**src/rtl/sprite_anim_seq_if.sv**
```systemverilog
// Bus bundle between the fighter control logic and the animation sequencer.
// The master drives motion, requests and health; the slave returns the sprite selection.
interface sprite_anim_seq_if #(
  parameter int HEALTH_W = 8,
  parameter int FRAME_W  = 2
);
  logic                vsync;
  logic [9:0]          motionx;
  logic                attack_req;
  logic                hit_req;
  logic [HEALTH_W-1:0] health;
  logic [1:0]          anim_mode;
  logic [FRAME_W-1:0]  frame_idx;
  logic                rage;
  logic                busy;
  logic                done;

  modport master (
    output vsync, motionx, attack_req, hit_req, health,
    input  anim_mode, frame_idx, rage, busy, done
  );

  modport slave (
    input  vsync, motionx, attack_req, hit_req, health,
    output anim_mode, frame_idx, rage, busy, done
  );
endinterface

```
**src/rtl/sprite_anim_seq.sv**
```systemverilog
// Per-fighter sprite animation sequencer: idle/walk loops, one-shot attack and
// preemptive hit-stun, stepped once per vsync rising edge, plus a hysteretic rage flag.
module sprite_anim_seq #(
  parameter int MAX_FRAMES  = 4,
  parameter int FRAME_W     = $clog2(MAX_FRAMES),
  parameter int HOLD_W      = 6,
  parameter int IDLE_FRAMES = 2,
  parameter int IDLE_HOLD   = 12,
  parameter int WALK_FRAMES = 4,
  parameter int WALK_HOLD   = 6,
  parameter int ATK_FRAMES  = 3,
  parameter int ATK_HOLD    = 4,
  parameter int HIT_FRAMES  = 2,
  parameter int HIT_HOLD    = 8,
  parameter int HEALTH_W    = 8,
  parameter int RAGE_ON     = 120,
  parameter int RAGE_OFF    = 100
) (
  input  logic                   vga_clk,
  input  logic                   reset,
  sprite_anim_seq_if.slave       bus
);

  typedef enum logic [1:0] {
    MODE_IDLE   = 2'd0,
    MODE_WALK   = 2'd1,
    MODE_ATTACK = 2'd2,
    MODE_HIT    = 2'd3
  } mode_t;

  mode_t               mode;
  logic [FRAME_W-1:0]  frame_q;
  logic [HOLD_W-1:0]   hold_cnt;
  logic                vsync_q;
  logic                atk_pend;
  logic                hit_pend;
  logic                rage_q;
  logic                busy_q;
  logic                done_q;

  logic                tick;
  logic                atk_eff;
  logic                hit_eff;
  logic                at_hold_end;
  logic                at_last_frame;
  mode_t               rest_mode;
  mode_t               next_mode;
  logic [FRAME_W-1:0]  next_frame;
  logic [HOLD_W-1:0]   next_hold;
  logic                next_done;

  function automatic logic [FRAME_W-1:0] last_frame(input mode_t m);
    case (m)
      MODE_IDLE:   last_frame = FRAME_W'(IDLE_FRAMES - 1);
      MODE_WALK:   last_frame = FRAME_W'(WALK_FRAMES - 1);
      MODE_ATTACK: last_frame = FRAME_W'(ATK_FRAMES - 1);
      default:     last_frame = FRAME_W'(HIT_FRAMES - 1);
    endcase
  endfunction

  function automatic logic [HOLD_W-1:0] last_hold(input mode_t m);
    case (m)
      MODE_IDLE:   last_hold = HOLD_W'(IDLE_HOLD - 1);
      MODE_WALK:   last_hold = HOLD_W'(WALK_HOLD - 1);
      MODE_ATTACK: last_hold = HOLD_W'(ATK_HOLD - 1);
      default:     last_hold = HOLD_W'(HIT_HOLD - 1);
    endcase
  endfunction

  // Next-state datapath, only committed on tick cycles.
  always_comb begin
    tick          = bus.vsync & ~vsync_q;
    atk_eff       = atk_pend | bus.attack_req;
    hit_eff       = hit_pend | bus.hit_req;
    rest_mode     = (bus.motionx != '0) ? MODE_WALK : MODE_IDLE;
    at_hold_end   = (hold_cnt == last_hold(mode));
    at_last_frame = (frame_q == last_frame(mode));
    next_frame    = frame_q;
    next_hold     = hold_cnt;
    next_done     = 1'b0;

    if (hit_eff)
      next_mode = MODE_HIT;
    else if (mode == MODE_ATTACK || mode == MODE_HIT)
      next_mode = mode;
    else if (atk_eff)
      next_mode = MODE_ATTACK;
    else
      next_mode = rest_mode;

    // A hit always restarts from frame 0, even when already stunned.
    if (hit_eff || next_mode != mode) begin
      next_frame = '0;
      next_hold  = '0;
    end else if (!at_hold_end) begin
      next_hold = hold_cnt + HOLD_W'(1);
    end else begin
      next_hold = '0;
      if (!at_last_frame) begin
        next_frame = frame_q + FRAME_W'(1);
      end else if (mode == MODE_ATTACK || mode == MODE_HIT) begin
        next_mode  = rest_mode;
        next_frame = '0;
        next_done  = 1'b1;
      end else begin
        next_frame = '0;
      end
    end
  end

  // vsync_q keeps following vsync through reset so a strobe already high at
  // release is not mistaken for a fresh rising edge.
  always_ff @(posedge vga_clk) begin
    vsync_q <= bus.vsync;
    if (reset) begin
      mode     <= MODE_IDLE;
      frame_q  <= '0;
      hold_cnt <= '0;
      atk_pend <= 1'b0;
      hit_pend <= 1'b0;
      rage_q   <= 1'b0;
      busy_q   <= 1'b0;
      done_q   <= 1'b0;
    end else if (tick) begin
      mode     <= next_mode;
      frame_q  <= next_frame;
      hold_cnt <= next_hold;
      atk_pend <= 1'b0;
      hit_pend <= 1'b0;
      done_q   <= next_done;
      busy_q   <= (next_mode == MODE_ATTACK) || (next_mode == MODE_HIT);
      if (bus.health >= HEALTH_W'(RAGE_ON))
        rage_q <= 1'b1;
      else if (bus.health < HEALTH_W'(RAGE_OFF))
        rage_q <= 1'b0;
    end else begin
      done_q <= 1'b0;
      if (bus.attack_req) atk_pend <= 1'b1;
      if (bus.hit_req)    hit_pend <= 1'b1;
    end
  end

  assign bus.anim_mode = mode;
  assign bus.frame_idx = frame_q;
  assign bus.rage      = rage_q;
  assign bus.busy      = busy_q;
  assign bus.done      = done_q;

endmodule

```
**src/flat_wrapper.sv**
```systemverilog
// flat-port wrapper written by rule: the top's interface ports become plain ports
module sprite_anim_seq_flat 
#(
  parameter int MAX_FRAMES  = 4,
  parameter int FRAME_W     = $clog2(MAX_FRAMES),
  parameter int HOLD_W      = 6,
  parameter int IDLE_FRAMES = 2,
  parameter int IDLE_HOLD   = 12,
  parameter int WALK_FRAMES = 4,
  parameter int WALK_HOLD   = 6,
  parameter int ATK_FRAMES  = 3,
  parameter int ATK_HOLD    = 4,
  parameter int HIT_FRAMES  = 2,
  parameter int HIT_HOLD    = 8,
  parameter int HEALTH_W    = 8,
  parameter int RAGE_ON     = 120,
  parameter int RAGE_OFF    = 100
)
  (vga_clk, reset, bus_vsync, bus_motionx, bus_attack_req, bus_hit_req, bus_health, bus_anim_mode, bus_frame_idx, bus_rage, bus_busy, bus_done);
  sprite_anim_seq_if #(.HEALTH_W(HEALTH_W), .FRAME_W(FRAME_W)) bus_i ();
  input  logic vga_clk;
  input  logic reset;
  input wire logic [$bits(bus_i.vsync)-1:0] bus_vsync;
  input wire logic [$bits(bus_i.motionx)-1:0] bus_motionx;
  input wire logic [$bits(bus_i.attack_req)-1:0] bus_attack_req;
  input wire logic [$bits(bus_i.hit_req)-1:0] bus_hit_req;
  input wire logic [$bits(bus_i.health)-1:0] bus_health;
  output wire logic [$bits(bus_i.anim_mode)-1:0] bus_anim_mode;
  output wire logic [$bits(bus_i.frame_idx)-1:0] bus_frame_idx;
  output wire logic [$bits(bus_i.rage)-1:0] bus_rage;
  output wire logic [$bits(bus_i.busy)-1:0] bus_busy;
  output wire logic [$bits(bus_i.done)-1:0] bus_done;
  assign bus_i.vsync = bus_vsync;
  assign bus_i.motionx = bus_motionx;
  assign bus_i.attack_req = bus_attack_req;
  assign bus_i.hit_req = bus_hit_req;
  assign bus_i.health = bus_health;
  assign bus_anim_mode = bus_i.anim_mode;
  assign bus_frame_idx = bus_i.frame_idx;
  assign bus_rage = bus_i.rage;
  assign bus_busy = bus_i.busy;
  assign bus_done = bus_i.done;
  sprite_anim_seq #(.MAX_FRAMES(MAX_FRAMES), .FRAME_W(FRAME_W), .HOLD_W(HOLD_W), .IDLE_FRAMES(IDLE_FRAMES), .IDLE_HOLD(IDLE_HOLD), .WALK_FRAMES(WALK_FRAMES), .WALK_HOLD(WALK_HOLD), .ATK_FRAMES(ATK_FRAMES), .ATK_HOLD(ATK_HOLD), .HIT_FRAMES(HIT_FRAMES), .HIT_HOLD(HIT_HOLD), .HEALTH_W(HEALTH_W), .RAGE_ON(RAGE_ON), .RAGE_OFF(RAGE_OFF)) u_core (.vga_clk(vga_clk), .reset(reset), .bus(bus_i));
endmodule
```
**config.mk**
```make
export PLATFORM = sky130hd
export DESIGN_NAME = sprite_anim_seq_flat
export DESIGN_NICKNAME = d
export VERILOG_FILES = /design/src/rtl/sprite_anim_seq_if.sv /design/src/rtl/sprite_anim_seq.sv /design/src/flat_wrapper.sv
export SDC_FILE = /design/constraint.sdc
export NUM_CORES = 1
export LEC_CHECK = 0
export ABC_AREA = 1
export CELL_PAD_IN_SITES_DETAIL_PLACEMENT = 1
export CELL_PAD_IN_SITES_GLOBAL_PLACEMENT = 2
export CORE_ASPECT_RATIO = 1.2
export CORE_MARGIN = 2
export CORE_UTILIZATION = 25
export DETAILED_ROUTE_END_ITERATION = 8
export PLACE_DENSITY = 0.78
export SYNTH_ARGS = -nofsm -noshare
export SYNTH_HDL_FRONTEND = slang
export SYNTH_SLANG_ARGS = --single-unit
```
**constraint.sdc**
```tcl
create_clock -name vga_clk -period 3.6 [get_ports vga_clk]
set_clock_uncertainty 0.2 [all_clocks]
set_input_delay 0.72 -clock vga_clk [delete_from_list [all_inputs] [get_ports vga_clk]]
set_output_delay 0.72 -clock vga_clk [all_outputs]
set_load 0.01 [all_outputs]
```
# Word-level counts from Yosys, hierarchy flattened
# Cells that the tools add are included.
[op_classes]
n_addsub = 2
n_lt_le_gt_ge = 2
eq_ne = 8
n_mux = 18
bitwise = 7
n_reduce_logical = 11
[op_table]
columns = ["op", "count"]
rows = [
  ["$mux W2", 10],
  ["$mux W6", 2],
  ["$pmux W4 S3", 1],
  ["$reduce_bool A10 Y1", 1],
  ["$eq A2 B2 Y1 const B", 4],
  ["$ge A8 B7 Y1 const B", 1],
  ["$lt A8 B7 Y1 const B", 1],
  ["$add A6 B1 Y6 const B", 1],
  ["$eq A6 B4 Y1", 1],
  ["$reduce_or A5 Y1", 1],
  ["$mux W1", 4],
  ["$not A1 Y1", 4],
  ["$pmux W2 S2", 1],
  ["$reduce_and A2 Y1", 2],
  ["$reduce_bool A2 Y1", 2],
  ["$logic_or A1 B1 Y1", 3],
  ["$add A2 B1 Y2 const B", 1],
  ["$eq A2 B1 Y1 const B", 1],
  ["$eq A2 B2 Y1", 1],
  ["$logic_not A2 Y1", 1],
  ["$ne A2 B2 Y1", 1],
  ["$or A1 B1 Y1", 2],
  ["$reduce_or A2 Y1", 1],
  ["$and A1 B1 Y1", 1],
]
[totals]
reg_bits = 16
input_bits = 23
out_inout_bits = 7
elab_cells = 57

# Logic depth before layout (Yosys ltp)
# Gate-level depths: netlist (run 1).
[logic_depth]
depth_word = 11
mapped_depth = 13
mapped_depth_nobuf = 13

# Worst setup path before layout (run 1)
# Ideal clock, no wire load.
[synth_timing]
path_type = "reg-to-reg"
from = "reg u_core.mode[0] (netlist: u_core.bus.anim_mode[0])"
to = "reg u_core.mode[1] (netlist: u_core.bus.anim_mode[1])"
setup_ns = 0.119
arrival_ns = 1.600
required_ns = 3.281
slack_ns = 1.680
stages_incl_launch_ff = 10
n_path_buf = 0
period_less_slack_ns = 1.920
path_cell_list = "dfxtp_1 inv_1 ha_1 xor2_1 nor2_2 o21ai_1 nor2_1 nand3_1 nand3_1 o21ai_1"
[synth_via]
elab_chain_cells = 8
word_cells_on_any_way = 17
cone_classes = "eq/ne (6); mux (8); reduce/logical (3)"
[synth_lines]
columns = ["item", "line", "source"]
rows = [
  ["start, declared", "sprite_anim_seq.sv:31", "mode_t mode;"],
  ["start signal, assigned", "sprite_anim_seq.sv:125", "mode <= next_mode;"],
  ["$eq A2 B2 Y1 (on tied branches)", "--", ""],
  ["$logic_or A1 B1 Y1", "sprite_anim_seq.sv:84, sprite_anim_seq.sv:101", ""],
  ["$mux W2", "sprite_anim_seq.sv:84", "else if (mode == MODE_ATTACK || mode == MODE_HIT)"],
  ["$mux W2", "sprite_anim_seq.sv:82", "if (hit_eff)"],
  ["$mux W2", "sprite_anim_seq.sv:101", "end else if (mode == MODE_ATTACK || mode == MODE_HIT) begin"],
  ["$mux W2", "sprite_anim_seq.sv:99", "if (!at_last_frame) begin"],
  ["$mux W2", "sprite_anim_seq.sv:95", "end else if (!at_hold_end) begin"],
  ["$mux W2 (*)", "sprite_anim_seq.sv:92", "if (hit_eff || next_mode != mode) begin"],
]
# Mark *: on every way between the ends. The rest lies on a longest branch, timed or not.
# A chain may end at the register's enable or synchronous reset.

# Final worst setup path (run 1)
[layout_timing]
from = "reg u_core.mode[0] (netlist: u_core.bus.anim_mode[0])"
to = "out bus_anim_mode[0]"
[layout_rtl]
columns = ["item", "line", "source"]
rows = [
  ["end, declared", "flat_wrapper.sv:28", "output wire logic [$bits(bus_i.anim_mode)-1:0] bus_anim_mode;"],
]
# No word-level cell between the ends.

==> out/results.txt, run 1 <==
# rows = 24
Max-Cap Viols = 0
Crit path from = u_core.bus.anim_mode[0]$_SDFFE_PP0P_
Worst path max stage delay = 0.60 ns
Total Wirelength = 2541 µm
Fin crit share = 0.6265
Clock Sinks = 16
Fin. max-slew vios = 0
Hold Vio Cnt, Final = 0
Register bit total from synthesis = 16
Compound-Gate Fraction of Synth Area = 0.09690
Register area share after synthesis = 0.3307
Worst vdd ir = 0.1240 mV
TritonRoute pass-1 iters = 3
Critical Path Stages = 1
Via-to-Cell Ratio = 4.420
I/O Buffers = 27
Core Box Area = 3664 µm²
Fill cells = 489
P_sw = 0.1142 mW
Worst-path cell chain = clkdlybuf4s50_1
Count of flip-flops with a built-in enable after synthesis = 0
Critical Path Slowest Stage Cell = clkdlybuf4s50_1
Hold Startpoint = u_core.bus.busy$_SDFFE_PP0P_
Post-synthesis cell type count = 25
Vias in the first global route = 1,069
P_int = 0.3073 mW
Min-Delay Path Class = reg -> reg
Die X = 60.82 µm
Clk_lat worst skew = 0.25 ns
Initial antenna violation count = 0
CTS tree = yes
Worst Reg-to-Reg Cells = 9
Post-Synth XOR/XNOR Area = 0.05426
Final setup TNS = 0 ns
Die height = 72.18 µm
Detailed Place HPWL = 2171 µm
Gpl congestion = 0.7253
# H-tree levels = 1
Crit path required time = 2.68 ns
Root buf cell = clkbuf_8
Delay-heaviest family, CP = buffers and inverters
Syn Area/Cell = 6.725 µm²
Status = finished, final reports clean
GRT overflow = 0
Hold-critical path endpoint = u_core.bus.busy$_SDFFE_PP0P_
Area grow syn2layout = 38.89%
Layout Nets = 204
Max Clk Rate = 443.4 MHz
Crit path kind = reg -> out
WHS Path Cells = 2
Pwr Density = 313.4 nW/µm²
Gate power share = 0.223
Leak Pwr = 0.5722 nW
Largest net degree at the start of global routing = 9
Critical path arrival = 1.34 ns
First-pass GRT wire length = 4464 µm
CP endpoint kind = output pin
Yosys Warn Count = 0
Detailed router's first-iteration violation count = 13
Cts repair resizes = 0
Clock power share = 0.320
Clock Path Buffers = 2
Slew @ Worst Pin = 0.3530 ns
Mapped Area = 968.4 µm²
Setup bufs post-CTS = 0
Total CTS buffers = 3
Nature of the critical path startpoint = flop
Share of total power in sequential cells = 0.456
Mux contribution to synthesized area = 0
Final Critical Period = 2.255 ns
Async SR Flop Fraction = 0
Initial core utilization = 0.2643
WP buf/inv = 1
Diodes inserted = 0
Worst-path clk slew = 0.06 ns
Sw Share = 0.2710
RSZ-0062 raised after global routing = false
Crit Path Max Fanout = 7
Largest family of logic cells by synthesized area = simple AND/OR/NAND/NOR gates
WL/cell = 11.24 µm
Routed Antenna Nets = 0
Remaining routing DRC violations = 0
Reg-to-Reg Start = u_core.bus.anim_mode[0]$_SDFFE_PP0P_
Gr usage total = 0.1313
Post-Syn Instances = 144
Tot Pwr = 0.4216 mW
Adder-Cell Fraction of Synth Area = 0.06460
Finish-stage setup viols = 0
Worst r2r dst = u_core.bus.anim_mode[1]$_SDFFE_PP0P_
Io pins = 30
Post-Synth Simple-Gate Area = 0.3630
Via count = 999
Top FF cell, synth = dfxtp_1
Flop2flop setup slack = 1.44 ns
CTS Hold Bufs = 0
Relative slew slack = 0.7638
Layout cell share with drive strength beyond 1 = 0.07471
Die area = 4390 µm²
Syn nets = 172
[cells in the mapped netlist, drive strengths merged (3+ instances only)]
| master | count | area, µm² |
|---|---|---|
| a21oi | 4 | 20.02 |
| o21ai | 12 | 60.06 |
| ha | 5 | 62.56 |
| dfxtp | 16 | 320.3 |
| nor2 | 25 | 106.4 |
| nand3 | 15 | 85.08 |
| nand2 | 28 | 110.1 |
| inv | 22 | 82.58 |
| xor2 | 3 | 26.28 |
| nor3 | 4 | 25.02 |
| xnor2 | 3 | 26.28 |
[layout by cell type (no fill, tap or decap), types with 2 or more instances in the layout]
cell type	Yosys	routed
dfxtp_1	16	16
nor3_1	3	3
o21ai_0	10	10
inv_1	21	21
nor2_1	22	22
o21ai_1	2	2
nand3_2	2	2
a21oi_1	4	4
clkbuf_8	0	3
nand2_2	2	2
ha_1	5	5
nand2_1	26	26
xor2_1	3	3
xnor2_1	3	3
nand3_1	13	13
nor2_2	2	2
clkdlybuf4s50_1	0	27
[state kept, by name (all words and copies together) (netlist names)]
register	count
u_core.hold_cnt	6
u_core.bus.anim_mode	2
u_core.bus.frame_idx	2
u_core.atk_pend	1
u_core.bus.busy	1
u_core.bus.done	1
u_core.bus.rage	1
u_core.hit_pend	1
u_core.vsync_q	1
[cell families (layout without fill, tap and decap cells)]
family,count (synthesis),after routing
simple gates,76,76
buf+inv,23,53
compound gates,18,18
flops,16,16
xor+xnor,6,6
fa+ha+maj,5,5
[per-stage QoR]
stage | setup WS, ns | cell area (µm²) | util | hold slack, ns | cells
floorplan | 1.680 | 968.4 | - | 0.2543 | 144
global route | 1.199 | 1345 | 0.3671 | 0.2791 | 226
CTS | 1.338 | 1345 | 0.3671 | 0.2557 | 226
detailed placement | 1.102 | 1304 | 0.3559 | 0.2451 | 223
global placement | 1.178 | 1304 | 0.3559 | 0.2394 | 223
finish | 1.345 | 1345 | 0.3671 | 0.2506 | 226
[worst max-delay path by stage]
stage	endpoint	slack [ns]
6_report	bus_anim_mode[0]	1.34
5_1_grt	u_core.hold_cnt[5]$_SDFFE_PP0P_	1.20
4_1_cts	bus_anim_mode[0]	1.34
3_5_place_dp	u_core.hold_cnt[5]$_SDFFE_PP0P_	1.10
3_3_place_gp	u_core.hold_cnt[5]$_SDFFE_PP0P_	1.18
2_1_floorplan	u_core.bus.anim_mode[1]$_SDFFE_PP0P_	1.68
[power groups by stage]
stage	Clock, mW	Sequential (mW)	Combinational (mW)
6_report	0.135	0.192	0.0942
4_1_cts	0.137	0.193	0.0957
3_3_place_gp	0	0.196	0.0929
2_1_floorplan	0	0.197	0.0495
3_5_place_dp	0	0.196	0.0953
5_1_grt	0.146	0.194	0.106
[routing by layer]
metal / vias up / share of wire / global-route usage
li1: 520 / - / -
met1: 458 / 0.45 / 0.1619
met2: 17 / 0.50 / 0.2234
met3: 4 / 0.033 / 0.02139
met4: 0 / 0.016 / 0.05072
met5: - / 0 / 0
[layout make-up]
type                       count  area, µm²  share of cell area
sequential                    16      320.3              0.2381
inverter                      23      87.58             0.06512
tap                           52      65.06             0.04837
timing repair buffer          27      270.3              0.2009
multi-input combinational    105      560.5              0.4167
clock buffer                   3      41.29             0.03070
No activity file was read; power rests on OpenSTA's default activity.
==> run 2: changes to the inputs <==
CORE_UTILIZATION = 24   (was 25)
PLACE_DENSITY = 0.75   (was 0.78)
clock period = 2.1 ns   (was 3.6 ns; I/O delays follow)
==> run 2 against run 1 <==
Combinational power up 85%. Worst setup slack worse by 1.1 ns. Critical path type unchanged. Cell area increased by 5.1%. Register-to-register slack got worse by 1.2 ns. Critical path depth up 1. Total power increased by 86%. Highest routed layer unchanged. Wire length grew 3.6%. Clock power up 110%. Non-clock buffer count grew 6. Largest power group unchanged. Sequential power is 71% higher. Utilization fell by 0.55 points.
==> out/results.txt, run 2 (synthesis results as in run 1) <==
Status = finished, final reports clean (unchanged)
CTS tree = yes (unchanged)
Core Box Area = 3910 µm² (was 3664 µm²)
Die height = 73.59 µm (was 72.18 µm)
Relative slew slack = 0.8146 (was 0.7638)
Share of total power in sequential cells = 0.419 (was 0.456)
# rows = 25 (was 24)
Hold Vio Cnt, Final = 0 (unchanged)
Tot Pwr = 0.7836 mW (was 0.4216 mW)
Remaining routing DRC violations = 0 (unchanged)
Pwr Density = 554.3 nW/µm² (was 313.4 nW/µm²)
Number of flip-flops in the largest register = 6 (unchanged)
Critical Path Stages = 2 (was 1)
Crit Path Max Fanout = 5 (was 7)
Max Clk Rate = 527.9 MHz
Setup bufs post-CTS = 0 (unchanged)
Worst vdd ir = 0.1863 mV (was 0.1240 mV)
WP buf/inv = 2 (was 1)
Fill cells = 500 (was 489)
Fin. max-slew vios = 0 (unchanged)
Detailed Place HPWL = 2248 µm (was 2171 µm)
Final Critical Period = 1.894 ns
Clock Sinks = 16 (unchanged)
I/O Buffers = 27 (unchanged)
Worst-path clk slew = 0.07 ns (was 0.06 ns)
Finish-stage setup viols = 0 (unchanged)
Multi-input gate area = 563.0 µm² (was 560.5 µm²)
Clock power share = 0.359 (was 0.320)
Sw Share = 0.2651 (was 0.2710)
Total Wirelength = 2633 µm (was 2541 µm)
Gate power share = 0.222 (was 0.223)
Final setup TNS = 0 ns (unchanged)
Initial antenna violation count = 0 (unchanged)
Final hold slack = 0.2473 ns (was 0.2506 ns)
Crit path kind = reg -> out (unchanged)
Leak Pwr = 0.6103 nW (was 0.5722 nW)
Die area = 4561 µm² (was 4390 µm²)
Clk_lat worst skew = 0.25 ns (about the same)
Die X = 61.99 µm (was 60.82 µm)
Most common cell after layout, fill and taps aside = clkdlybuf4s50_1 (unchanged)
Gpl congestion = 0.7428 (was 0.7253)
First-pass GRT wire length = 4526 µm (was 4464 µm)
Io pins = 30 (unchanged)
CP endpoint kind = output pin (unchanged)
WL/cell = 11.20 µm (was 11.24 µm)
Vias in the first global route = 1,084 (was 1,069)
Largest net degree at the start of global routing = 10 (was 9)
Post-route cell area = 1414 µm² (was 1345 µm²)
WHS Path Cells = 2 (unchanged)
CTS Hold Bufs = 0 (unchanged)
Critical Path Slowest Stage Cell = clkdlybuf4s50_1 (unchanged)
Routed Antenna Nets = 0 (unchanged)
TritonRoute pass-1 iters = 2 (was 3)
Layout Nets = 210 (was 204)
Worst-path cell chain = buf_4 -> clkdlybuf4s50_1 (was clkdlybuf4s50_1)
Via count = 1,024 (was 999)
Layout cell share with drive strength beyond 1 = 0.1271 (was 0.07471)
Post-DP Area = 1351 µm² (was 1304 µm²)
Pre-CTS setup slack = -0.04916 ns (was 1.102 ns)
Root buf cell = clkbuf_8 (unchanged)
Slew @ Worst Pin = 0.2770 ns (was 0.3530 ns)
P_sw = 0.2077 mW (was 0.1142 mW)
Commonest cells after routing, fill and taps aside = 27 x clkdlybuf4s50_1, 26 x nand2_1, 21 x inv_1, 21 x nor2_1, 14 x dfxtp_1 (was 27 x clkdlybuf4s50_1, 26 x nand2_1, 22 x nor2_1)
Crit path required time = 1.48 ns (was 2.68 ns)
Initial core utilization = 0.2477 (was 0.2643)
Delay-heaviest family, CP = buffers and inverters (unchanged)
Cts repair resizes = 0 (unchanged)
Worst path max stage delay = 0.53 ns (was 0.60 ns)
Nature of the critical path startpoint = flop (unchanged)
Total CTS buffers = 3 (unchanged)
Critical path arrival = 1.27 ns (was 1.34 ns)
Diodes inserted = 0 (unchanged)
GRT overflow = 0 (unchanged)
Area grow syn2layout = 46.00% (was 38.89%)
Clock Path Buffers = 2 (unchanged)
Setup ws final = 0.2055 ns (was 1.345 ns)
Area occupied by registers = 325.3 µm² (was 320.3 µm²)
# H-tree levels = 1 (unchanged)
Max-Cap Viols = 0 (unchanged)
Min-Delay Path Class = reg -> reg (unchanged)
RSZ-0062 raised after global routing = false (unchanged)
Fin crit share = 0.9021
P_int = 0.5759 mW (was 0.3073 mW)
Detailed router's first-iteration violation count = 14 (was 13)
Via-to-Cell Ratio = 4.357 (was 4.420)
Gr usage total = 0.1345 (was 0.1313)
Worst Reg-to-Reg Cells = 12 (was 9)
Biggest register = u_core.hold_cnt (unchanged)
run 2: worst register-to-register path: stages (launching register included):
cell and delay, ns:
dfxtp_4 0.37, inv_1 0.08, ha_1 0.26, nor2_2 0.15, nand3_1 0.09, nand2_1 0.06
inv_1 0.04, nand2_1 0.10, clkinv_2 0.10, nand3_2 0.10, nand2_2 0.08, nor2_1 0.11
nor2_1 0.05
run 2: worst paths after layout:
check | slack (ns) | endpoint | start
setup / recovery | 0.21 | bus_anim_mode[0] | u_core.bus.anim_mode[0]$_SDFFE_PP0P_
hold / removal | 0.25 | u_core.bus.busy$_SDFFE_PP0P_ | u_core.bus.busy$_SDFFE_PP0P_
setup reg to reg | 0.22 | u_core.bus.frame_idx[0]$_SDFFE_PP0P_ | u_core.bus.anim_mode[0]$_SDFFE_PP0P_
hold reg to reg | 0.25 | u_core.bus.busy$_SDFFE_PP0P_ | u_core.bus.busy$_SDFFE_PP0P_
run 2: through the flow:
| stage | utilization | cells |
|---|---|---|
| 2_1_floorplan | - | 144 |
| 3_3_place_gp | 0.3456 | 231 |
| 3_5_place_dp | 0.3456 | 231 |
| 4_1_cts | 0.3597 | 235 |
| 5_1_grt | 0.3616 | 235 |
| 6_report | 0.3616 | 235 |
run 2: layout make-up:
class                           instances  share of cell area
Clock buffer                            4             0.03894
Inverter                               23             0.06195
Multi-Input combinational cell        105              0.3982
Sequential cell                        16              0.2301
Tap cell                               54             0.04779
Timing Repair Buffer                   33              0.2230
run 2: power by group through the flow:
stage               clock, mW  combinational (mW)  sequential [mW]
global placement            0               0.171            0.335
floorplan                   0              0.0849            0.338
global route            0.306               0.196            0.331
detailed placement          0               0.176            0.335
finish                  0.282               0.174            0.328
CTS                     0.293               0.177            0.329
run 2: layer usage:
| layer | global-route usage | vias up | wire (µm) |
|---|---|---|---|
| li1 | - | 530 | - |
| met1 | 0.1578 | 473 | 1093 |
| met2 | 0.2280 | 17 | 1414 |
| met3 | 0.01937 | 4 | 62 |
| met4 | 0.07092 | 0 | 63 |
| met5 | 0 | - | 0 |
==> run 3: changes to the inputs <==
GPL_TIMING_DRIVEN = 0   (was unset)
PLACE_DENSITY = unset   (was 0.75)
PLACE_DENSITY_LB_ADDON = 0.15   (was unset)
==> run 3 against run 2 <==
Register-to-register slack got worse by 0.10 ns. First-iteration DRC count fell by 14%. Via count fell by 3.1%. Total power fell by 1.1%. Clock power barely moved. Fmax fell by 4.3%. Critical endpoint is now u_core.bus.anim_mode[1]$_SDFFE_PP0P_.
==> out/results.txt, run 3 (synthesis results as in run 1) <==
Nature of the critical path startpoint = flop (unchanged)
Min-Delay Path Class = reg -> reg (unchanged)
Gpl congestion = 0.7049 (was 0.7428)
TritonRoute pass-1 iters = 5 (was 2)
Max Clk Rate = 505.0 MHz (was 527.9 MHz)
Fin. max-slew vios = 0 (unchanged)
Fin crit share = 0.9429 (was 0.9021)
Detailed router's first-iteration violation count = 12 (was 14)
Clock Sinks = 16 (unchanged)
Total CTS buffers = 3 (unchanged)
I/O Buffers = 27 (unchanged)
Crit Path Max Fanout = 7 (was 5)
Post-route cell area = 1376 µm² (was 1414 µm²)
Gate power share = 0.211 (was 0.222)
Worst-path clk slew = 0.07 ns (about the same)
Pre-CTS setup slack = -0.06577 ns (was -0.04916 ns)
P_int = 0.5669 mW (was 0.5759 mW)
Crit path kind = reg -> reg (was reg -> out)
CP endpoint kind = flop (was output pin)
Die X = 61.99 µm (unchanged)
CTS tree = yes (unchanged)
Via count = 992 (was 1,024)
Via-to-Cell Ratio = 4.332 (was 4.357)
Clock Path Buffers = 2 (unchanged)
Reg-to-Reg Start = u_core.bus.anim_mode[0]$_SDFFE_PP0P_ (unchanged)
Hold Vio Cnt, Final = 0 (unchanged)
Die height = 73.59 µm (unchanged)
WHS Path Cells = 2 (unchanged)
Tot Pwr = 0.7753 mW (was 0.7836 mW)
Slew @ Worst Pin = 0.3685 ns (was 0.2770 ns)
First-pass GRT wire length = 4222 µm (was 4526 µm)
Finish-stage setup viols = 0 (unchanged)
Gr usage total = 0.1203 (was 0.1345)
WL/cell = 11.00 µm (was 11.20 µm)
Hold Startpoint = u_core.bus.busy$_SDFFE_PP0P_ (unchanged)
Total Wirelength = 2520 µm (was 2633 µm)
Diodes inserted = 0 (unchanged)
Max-Cap Viols = 0 (unchanged)
Pwr Density = 563.3 nW/µm² (was 554.3 nW/µm²)
# H-tree levels = 1 (unchanged)
Area grow syn2layout = 42.12% (was 46.00%)
Initial antenna violation count = 0 (unchanged)
Initial core utilization = 0.2477 (unchanged)
Post-DP Area = 1306 µm² (was 1351 µm²)
Detailed Place HPWL = 2132 µm (was 2248 µm)
Final Critical Period = 1.980 ns (was 1.894 ns)
Fill cells = 498 (was 500)
Leak Pwr = 0.5798 nW (was 0.6103 nW)
Biggest register = u_core.hold_cnt (unchanged)
Most common cell after layout, fill and taps aside = clkdlybuf4s50_1 (unchanged)
Clk_lat worst skew = 0.25 ns (about the same)
Hold-critical path endpoint = u_core.bus.busy$_SDFFE_PP0P_ (unchanged)
Worst vdd ir = 0.2171 mV (was 0.1863 mV)
Io pins = 30 (unchanged)
Flop2flop setup slack = 0.12 ns (was 0.22 ns)
Layout Nets = 204 (was 210)
Routed Antenna Nets = 0 (unchanged)
Critical path arrival = 1.92 ns (was 1.27 ns)
Core Box Area = 3910 µm² (unchanged)
P_sw = 0.2084 mW (was 0.2077 mW)
Number of flip-flops in the largest register = 6 (unchanged)
# rows = 25 (unchanged)
Commonest cells after routing, fill and taps aside = 27 x clkdlybuf4s50_1, 26 x nand2_1, 21 x nor2_1 (was 27 x clkdlybuf4s50_1, 26 x nand2_1, 21 x inv_1, 21 x nor2_1, 14 x dfxtp_1)
Root buf cell = clkbuf_8 (unchanged)
Worst r2r dst = u_core.bus.anim_mode[1]$_SDFFE_PP0P_ (was u_core.bus.frame_idx[0]$_SDFFE_PP0P_)
Relative slew slack = 0.7535 (was 0.8146)
Largest net degree at the start of global routing = 10 (unchanged)
Vias in the first global route = 1,027 (was 1,084)
RSZ-0062 raised after global routing = true (was false)
Crit path required time = 2.04 ns (was 1.48 ns)
Worst Reg-to-Reg Cells = 9 (was 12)
Remaining routing DRC violations = 0 (unchanged)
Clock power share = 0.364 (was 0.359)
Setup ws final = 0.1198 ns (was 0.2055 ns)
Layout cell share with drive strength beyond 1 = 0.1143 (was 0.1271)
Status = finished, final reports clean (unchanged)
Sw Share = 0.2687 (was 0.2651)
Share of total power in sequential cells = 0.425 (was 0.419)
GRT overflow = 0 (unchanged)
Die area = 4561 µm² (unchanged)
run 3: power groups by stage:
stage | sequential, mW | clock [mW] | combinational (mW)
6_report | 0.330 | 0.282 | 0.164
5_1_grt | 0.332 | 0.305 | 0.184
4_1_cts | 0.330 | 0.290 | 0.167
3_5_place_dp | 0.336 | 0 | 0.165
3_3_place_gp | 0.336 | 0 | 0.161
2_1_floorplan | 0.338 | 0 | 0.0849
run 3: critical path, cell delays in order, from the launching register on:
cell and delay, ns:
dfxtp_4 0.39, inv_1 0.10, ha_1 0.32, xor2_1 0.15
nor2_2 0.14, o21ai_1 0.10, nor2_1 0.16, nand3_1 0.12
nand3_1 0.12, o21ai_1 0.07
run 3: how the worst max path moves through the flow:
| stage | startpoint | to | slack [ns] | depth (start not counted) |
|---|---|---|---|---|
| floorplan | u_core.bus.anim_mode[0]$_SDFFE_PP0P_ | u_core.bus.anim_mode[1]$_SDFFE_PP0P_ | 0.18 | 9 |
| global placement | bus_vsync | u_core.hold_cnt[5]$_SDFFE_PP0P_ | -0.06 | 9 |
| detailed placement | bus_motionx[9] | u_core.bus.frame_idx[0]$_SDFFE_PP0P_ | -0.07 | 12 |
| CTS | u_core.bus.anim_mode[1]$_SDFFE_PP0P_ | u_core.bus.anim_mode[1]$_SDFFE_PP0P_ | 0.02 | 9 |
| global route | u_core.bus.anim_mode[0]$_SDFFE_PP0P_ | u_core.bus.anim_mode[1]$_SDFFE_PP0P_ | -0.003 | 9 |
| finish | u_core.bus.anim_mode[0]$_SDFFE_PP0P_ | u_core.bus.anim_mode[1]$_SDFFE_PP0P_ | 0.12 | 9 |
run 3: repair_timing:
item,CTS,global route
pin swaps,0,0
setup endpoints to repair,8,8
hold buffers,0,0
resized for setup,2,5
buffers inserted,0,0
run 3: cell type report:
type                       count  area, µm²  area share
timing repair buffer          27      270.3      0.1964
sequential                    16      325.3      0.2364
tap                           54      67.56     0.04909
inverter                      23      87.58     0.06364
clock buffer                   4      55.05     0.04000
multi-input combinational    105      570.5      0.4145
run 3: routing by layer:
metal | up-vias | wire length (µm) | GRT usage
met3 | 2 | 152 | 0.03697
met2 | 21 | 1223 | 0.2153
met4 | 0 | 11 | 0.01418
met1 | 452 | 1133 | 0.1412
met5 | - | 0 | 0
li1 | 517 | - | -
run 3: metrics by stage:
stage | util | hold WS (ns) | TNS (ns) | cells
finish | 0.3520 | 0.2613 | 0 | 229
global route | 0.3520 | 0.2906 | -0.003268 | 229
CTS | 0.3498 | 0.2661 | 0 | 229
detailed placement | 0.3341 | 0.2542 | -0.4471 | 225
global placement | 0.3341 | 0.2416 | -0.1592 | 225
floorplan | - | 0.2477 | 0 | 144
